--- config.mk ---
export PLATFORM = sky130hd
export DESIGN_NAME = sid_bus_master
export DESIGN_NICKNAME = d
export VERILOG_FILES = /design/src/rtl/sid_bus_master.sv
export SDC_FILE = /design/constraint.sdc
export NUM_CORES = 1
export LEC_CHECK = 0
export ABC_AREA = 0
export BUFFER_PORTS_ARGS = -buffer_cell sky130_fd_sc_hd__clkbuf_2
export CAP_MARGIN = 5
export CELL_PAD_IN_SITES_DETAIL_PLACEMENT = 1
export CELL_PAD_IN_SITES_GLOBAL_PLACEMENT = 2
export CORE_ASPECT_RATIO = 1.4
export CORE_MARGIN = 4
export CORE_UTILIZATION = 40
export DETAILED_ROUTE_END_ITERATION = 10
export GPL_ROUTABILITY_DRIVEN = 0
export PLACE_DENSITY = 0.76
export SYNTH_ARGS = -nofsm -noshare
export SYNTH_HDL_FRONTEND = slang
export SYNTH_SLANG_ARGS = --single-unit
--- constraint.sdc ---
create_clock -name clk -period 3 [get_ports clk]
set_input_delay 0.3 -clock clk [delete_from_list [all_inputs] [get_ports clk]]
set_output_delay 0.3 -clock clk [all_outputs]
set_load 0.005 [all_outputs]
--- src/rtl/sid_bus_master.sv ---
// SID register-bus initiator: replays queued writes/reads/delays, one access per ce_1m tick.
// Latency: cs one clk after the popping tick, rd_valid two clk after cs; cmd_ready drops while the FIFO is full.
module sid_bus_master #(
  parameter int DUAL       = 1,
  parameter int DEPTH_LOG2 = 4
) (
  input  logic                              clk,
  input  logic                              reset_n,
  input  logic                              ce_1m,
  input  logic                              flush,
  input  logic                              cmd_valid,
  output logic                              cmd_ready,
  input  logic [15:0]                       cmd_data,
  output logic [DEPTH_LOG2:0]               level,
  output logic                              busy,
  output logic [((DUAL != 0) ? 2 : 1)-1:0]  bus_cs,
  output logic                              bus_we,
  output logic [4:0]                        bus_addr,
  output logic [7:0]                        bus_data_in,
  input  logic [7:0]                        bus_data_out,
  output logic                              rd_valid,
  output logic [7:0]                        rd_data,
  output logic [5:0]                        rd_addr
);

  localparam int N = (DUAL != 0) ? 2 : 1;

  typedef enum logic [1:0] {IDLE, BUS, RCAP, DELAY} state_t;

  state_t         state_q, state_d;
  logic [12:0]    cnt_q, cnt_d;
  logic [N-1:0]   cs_q, cs_d;
  logic           we_q, we_d;
  logic [4:0]     addr_q, addr_d;
  logic [7:0]     din_q, din_d;
  logic           sel_q, sel_d;
  logic           is_rd_q, is_rd_d;
  logic           rd_valid_q, rd_valid_d;
  logic [7:0]     rd_data_q, rd_data_d;
  logic [5:0]     rd_addr_q, rd_addr_d;

  logic [15:0]    head;
  logic           fifo_full;
  logic           fifo_pop;
  logic [1:0]     head_type;
  logic [1:0]     cs_one;

  sid_fifo #(
    .W          (16),
    .DEPTH_LOG2 (DEPTH_LOG2)
  ) u_fifo (
    .clk     (clk),
    .reset_n (reset_n),
    .flush   (flush),
    .push    (cmd_valid && cmd_ready),
    .wr_dat  (cmd_data),
    .pop     (fifo_pop),
    .rd_dat  (head),
    .level   (level),
    .full    (fifo_full)
  );

  assign head_type = head[15:14];
  // Single-chip builds ignore the select bit and always drive cs[0].
  assign cs_one    = ((DUAL != 0) && head[13]) ? 2'b10 : 2'b01;

  always_comb begin
    state_d    = state_q;
    cnt_d      = cnt_q;
    cs_d       = '0;
    we_d       = 1'b0;
    addr_d     = addr_q;
    din_d      = din_q;
    sel_d      = sel_q;
    is_rd_d    = is_rd_q;
    rd_valid_d = 1'b0;
    rd_data_d  = rd_data_q;
    rd_addr_d  = rd_addr_q;
    fifo_pop   = 1'b0;

    case (state_q)
      IDLE: begin
        if (ce_1m && (level != '0) && !flush) begin
          fifo_pop = 1'b1;
          case (head_type)
            2'b00, 2'b01: begin
              cs_d    = cs_one[N-1:0];
              we_d    = (head_type == 2'b00);
              addr_d  = head[12:8];
              din_d   = (head_type == 2'b00) ? head[7:0] : 8'h00;
              sel_d   = head[13];
              is_rd_d = (head_type == 2'b01);
              state_d = BUS;
            end
            2'b10: begin
              if (head[12:0] != 13'd0) begin
                cnt_d   = head[12:0];
                state_d = DELAY;
              end
            end
            default: ;
          endcase
        end
      end

      BUS: begin
        state_d = is_rd_q ? RCAP : IDLE;
      end

      // The decoder latched the read on the cs edge; its data is stable now.
      RCAP: begin
        rd_valid_d = 1'b1;
        rd_data_d  = bus_data_out;
        rd_addr_d  = {sel_q, addr_q};
        state_d    = IDLE;
      end

      DELAY: begin
        if (flush) begin
          cnt_d   = 13'd0;
          state_d = IDLE;
        end else if (ce_1m) begin
          cnt_d = cnt_q - 13'd1;
          if (cnt_q == 13'd1) begin
            state_d = IDLE;
          end
        end
      end

      default: state_d = IDLE;
    endcase
  end

  always_ff @(posedge clk or negedge reset_n) begin
    if (!reset_n) begin
      state_q    <= IDLE;
      cnt_q      <= '0;
      cs_q       <= '0;
      we_q       <= 1'b0;
      addr_q     <= '0;
      din_q      <= '0;
      sel_q      <= 1'b0;
      is_rd_q    <= 1'b0;
      rd_valid_q <= 1'b0;
      rd_data_q  <= '0;
      rd_addr_q  <= '0;
    end else begin
      state_q    <= state_d;
      cnt_q      <= cnt_d;
      cs_q       <= cs_d;
      we_q       <= we_d;
      addr_q     <= addr_d;
      din_q      <= din_d;
      sel_q      <= sel_d;
      is_rd_q    <= is_rd_d;
      rd_valid_q <= rd_valid_d;
      rd_data_q  <= rd_data_d;
      rd_addr_q  <= rd_addr_d;
    end
  end

  assign cmd_ready   = !fifo_full;
  assign busy        = (state_q != IDLE) || (level != '0);
  assign bus_cs      = cs_q;
  assign bus_we      = we_q;
  assign bus_addr    = addr_q;
  assign bus_data_in = din_q;
  assign rd_valid    = rd_valid_q;
  assign rd_data     = rd_data_q;
  assign rd_addr     = rd_addr_q;

endmodule

// Generic synchronous FIFO with registered occupancy and a flush that drops same-cycle pushes.
// Latency: a pushed entry is visible at the head the cycle after the push; push is ignored when full.
module sid_fifo #(
  parameter int W          = 16,
  parameter int DEPTH_LOG2 = 4
) (
  input  logic                  clk,
  input  logic                  reset_n,
  input  logic                  flush,
  input  logic                  push,
  input  logic [W-1:0]          wr_dat,
  input  logic                  pop,
  output logic [W-1:0]          rd_dat,
  output logic [DEPTH_LOG2:0]   level,
  output logic                  full
);

  localparam int DEPTH = 2 ** DEPTH_LOG2;

  logic [W-1:0]          mem_q [DEPTH];
  logic [W-1:0]          mem_d [DEPTH];
  logic [DEPTH_LOG2-1:0] wptr_q, wptr_d;
  logic [DEPTH_LOG2-1:0] rptr_q, rptr_d;
  logic [DEPTH_LOG2:0]   level_q, level_d;
  logic                  push_ok;
  logic                  pop_ok;

  assign full    = (level_q == (DEPTH_LOG2 + 1)'(DEPTH));
  assign push_ok = push && !full && !flush;
  assign pop_ok  = pop && (level_q != '0) && !flush;

  always_comb begin
    mem_d   = mem_q;
    wptr_d  = wptr_q;
    rptr_d  = rptr_q;
    level_d = level_q;
    if (flush) begin
      wptr_d  = '0;
      rptr_d  = '0;
      level_d = '0;
    end else begin
      if (push_ok) begin
        mem_d[wptr_q] = wr_dat;
        wptr_d        = wptr_q + 1'b1;
      end
      if (pop_ok) begin
        rptr_d = rptr_q + 1'b1;
      end
      case ({push_ok, pop_ok})
        2'b10:   level_d = level_q + 1'b1;
        2'b01:   level_d = level_q - 1'b1;
        default: level_d = level_q;
      endcase
    end
  end

  always_ff @(posedge clk or negedge reset_n) begin
    if (!reset_n) begin
      mem_q   <= '{default: '0};
      wptr_q  <= '0;
      rptr_q  <= '0;
      level_q <= '0;
    end else begin
      mem_q   <= mem_d;
      wptr_q  <= wptr_d;
      rptr_q  <= rptr_d;
      level_q <= level_d;
    end
  end

  assign rd_dat = mem_q[rptr_q];
  assign level  = level_q;

endmodule

==> results.py <==
metrics = {
    "timing": {
        "fin_crit_sh_pct": 101.1,
        "tightest_slew_ns": 0.9551,
        "hold_violations": 0,
        "worst_slack_ns": -0.03335,
        "slew_headroom_pct": 35.84,
        "post-route-min-period_ns": 3.033,
        "max_clock_freq_ghz": 0.3297,
        "rsz0062_at_grt": "yes",
        "clock_skew_ns": 0.01356,
        "final_max_slew_viol_count": 0,
        "setup_viol": 2,
    },
    "global_routing": {
        "overflow": 0,
        "grt_pass1_vias": 10030,
        "antenna_found_initial": 0,
        "grt_max_degree": 76,
        "grt_usage_pct": 19.97,
        "grt_first_pass_wirelength_mm": 60.78,
    },
    "detailed_routing": {
        "vias": 9117,
        "drt_pass1_iterations": 4,
        "drt_drc_violations_left": 0,
        "drt-initial-drc-count": 738,
        "wire_per_inst_um": 23.94,
        "vias_per_cell": 5.597,
        "postRouteWirelength_mm": 39.00,
        "ant_nets": 0,
    },
    "synthesis": {
        "synth_nets": 1048,
        "ys_seq_area_share_pct": 54.43,
        "yosysTopAreaCellShare_pct": 54.43,
        "synthDistinctLibCells": 60,
        "avgSynthCellArea_um2": 14.43,
        "ys_top_cells_by_area": "dfrtp_1 (54%), mux2_2 (21%), mux4_2 (9.4%), clkbuf_1 (1.3%), a22oi_1 (1.1%)",
        "ys.warnings.count": 0,
        "ys_seq_elements": 317,
        "synth_area_um2": 14570,
        "synth_flop_cell": "dfrtp_1",
        "syn_inst": 1010,
        "yosys.area.top_type": "dfrtp_1",
        "synthArstFlopShare_pct": 100.0,
        "synth_edf_count": 0,
    },
    "outcome": {
        "violations": "negative setup slack",
        "status": "finished with violations",
    },
    "clock_tree": {
        "insertion_delay_ns": 0.52,
        "cts_root_buf": "clkbuf_16",
        "clockBufferDepth": 3,
        "cts_buffers": 34,
        "clk_pin_slew_ns": 0.06,
        "cts_sinks": 317,
        "htree_levels": 2,
        "cts_tree": "built",
    },
    "run": {
        "drv_cap": 0,
    },
    "power_and_ir_drop": {
        "pwr-share-comb_pct": 26.9,
        "ir_drop_mv": 0.4513,
        "power.internal_w": 0.009151,
        "seqPwrFrac_pct": 41.6,
        "power.leakage_nw": 8.180,
        "power_frac_clock_pct": 31.5,
        "power.density_nw_per_um2": 743.2,
        "p_switching_w": 0.003751,
        "p_sw_share_pct": 29.07,
    },
    "placed_design": {
        "io_buffers": 66,
        "dpl_cell_area_um2": 15840,
        "place_hpwl_mm": 24.25,
    },
    "min_path": {
        "hp-class": "in2reg",
    },
    "worst_setup_path": {
        "crit_path_end_kind": "flip-flop",
        "critical_path_peak_fanout": 10,
        "critPathLaunch": "u_fifo.rptr_q[0]",
        "start_kind": "flip-flop",
        "reg2reg_slack_ns": -0.03,
        "cp.arrival_ns": 3.43,
        "timing.rr.start": "u_fifo.rptr_q[0]",
        "crit-reg2reg-capture": "cnt_q[4]",
        "worst-setup-path-type": "reg2reg",
        "r2r.worst_path.cells": 10,
        "crit_end": "cnt_q[4]",
        "critPathRequiredTime_ns": 3.40,
    },
    "finish": {
        "drive_gt1_share_pct": 50.04,
        "syn_to_final_growth_pct": 19.13,
        "nets": 1181,
        "fin_area_um2": 17360,
        "fin_util_pct": 48.34,
        "antenna_cells": 0,
    },
    "die": {
        "io_pins": 67,
        "core-area_um2": 35910,
        "die_w_um": 169.3,
        "dieArea_um2": 39590,
        "num_rows": 82,
        "initial_core_util_pct": 40.58,
        "die_height_um": 233.8,
    },
}
layout make-up:
cell class	instances	area, um2
flip-flops and latches	317	7938
repair buffers	167	1328
clock inverters	8	51.30
fillers	3559	18550
multi-input cells	611	6401
clock buffers	52	1020
well taps	462	578.1
inverters	12	45.04
registers in the layout (all words and copies together), names as in the netlist, 2 cells and up:
register / flops
u_fifo.level: 5
u_fifo.wptr_q: 4
cnt_q: 13
bus_cs: 2
rd_data: 8
bus_addr: 5
rd_addr: 6
u_fifo.mem_q: 256
u_fifo.rptr_q: 4
state_q: 2
bus_data_in: 8
Yosys cell counts (5+ instances only):
cell type / instances
mux2_1: 11
mux2_2: 267
mux2i_1: 11
nor2_1: 28
o21ai_1: 14
a221oi_1: 5
nand3_1: 25
a22o_1: 8
a22oi_1: 21
ha_1: 9
o31ai_1: 15
inv_1: 9
nor3_1: 11
mux4_2: 61
dfrtp_1: 317
nand2_1: 40
clkbuf_1: 51
o21ai_0: 8
a21oi_1: 15
buf_2: 6
nor2b_1: 5
layout by cell type (no fill, tap or decap), types with 9 or more instances in the layout:
| master | netlist | routed |
|---|---|---|
| mux4_2 | 61 | 61 |
| mux2_1 | 11 | 11 |
| mux2i_1 | 11 | 11 |
| clkbuf_16 | 0 | 35 |
| a21oi_1 | 15 | 15 |
| o21ai_1 | 14 | 14 |
| o31ai_1 | 15 | 15 |
| nand2_1 | 40 | 36 |
| inv_1 | 9 | 9 |
| nor2_1 | 28 | 27 |
| buf_12 | 2 | 13 |
| dfrtp_1 | 317 | 315 |
| clkbuf_1 | 51 | 9 |
| clkbuf_2 | 0 | 65 |
| nand3_1 | 25 | 25 |
| buf_4 | 3 | 77 |
| a22oi_2 | 2 | 15 |
| nor3_1 | 11 | 11 |
| mux2_2 | 267 | 266 |
worst min path at each step:
stage,start,end,slack (ns),cells after the start
2_1_floorplan,reset_n,bus_addr[0],0.004,0
3_3_place_gp,reset_n,u_fifo.level[0],0.33,1
3_5_place_dp,reset_n,u_fifo.level[2],0.32,1
4_1_cts,bus_data_out[4],rd_data[4],0.0002,2
5_1_grt,bus_data_out[4],rd_data[4],0.006,2
6_report,bus_data_out[4],rd_data[4],0.02,2
power by group through the flow:
| stage | Clock, W | Sequential [W] | Combinational, W |
|---|---|---|---|
| 4_1_cts | 0.00418 | 0.00536 | 0.00344 |
| 6_report | 0.00406 | 0.00537 | 0.00348 |
| 3_3_place_gp | 0 | 0.00539 | 0.00312 |
| 2_1_floorplan | 0 | 0.00532 | 0.00200 |
| 5_1_grt | 0.00436 | 0.00544 | 0.00381 |
| 3_5_place_dp | 0 | 0.00543 | 0.00318 |
cells by family (layout without fill, tap and decap cells):
logic type      Yosys count  count (layout)  synth area share [%]
mux                     350             350                 31.66
compound gates          111             111                 5.504
xor+xnor                  7               7                0.4207
buf+inv                  82             239                 2.747
fa+ha+maj                 9               9                0.7727
simple gates            134             134                 4.456
flops                   317             317                 54.43
metrics by stage:
step	setup slack (ns)	setup TNS, ns	hold WS (ns)	std cells	total power [W]
4_1_cts	-0.02096	-0.02915	0.0002096	1623	0.01298
3_3_place_gp	-0.05568	-0.1021	0.3281	1542	0.008511
2_1_floorplan	0.07325	0	0.004409	1010	0.007318
5_1_grt	-0.1372	-1.500	0.006414	1629	0.01361
6_report	-0.03335	-0.05298	0.02269	1629	0.01290
3_5_place_dp	-0.1180	-0.8028	0.3243	1542	0.008605
critical path: stages, from the launching register on:
cell and delay (ns):
dfrtp_4 0.52, buf_12 0.19, mux4_2 0.51, a22o_1 0.27, a221oi_4 0.30, nand4_1 0.23
buf_4 0.19, o41ai_2 0.19, buf_4 0.19, nor3_1 0.05, a221o_1 0.27
repair_timing:
action	CTS	global route
cloned	2	0
buffers inserted	13	6
hold endpoints to repair	76	0
endpoints found under the setup margin	15	16
resized for setup	16	19
pin swaps	12	12
hold buffers	6	0
per-layer routing:
metal,GRT usage [%],up-vias,share of wire (%)
met5,0,-,0
met4,5.663,0,2.6
met3,3.288,61,3.7
met2,37.47,165,55
met1,23.45,4855,39
li1,-,4036,-
No activity file was read; power rests on OpenSTA's default activity.
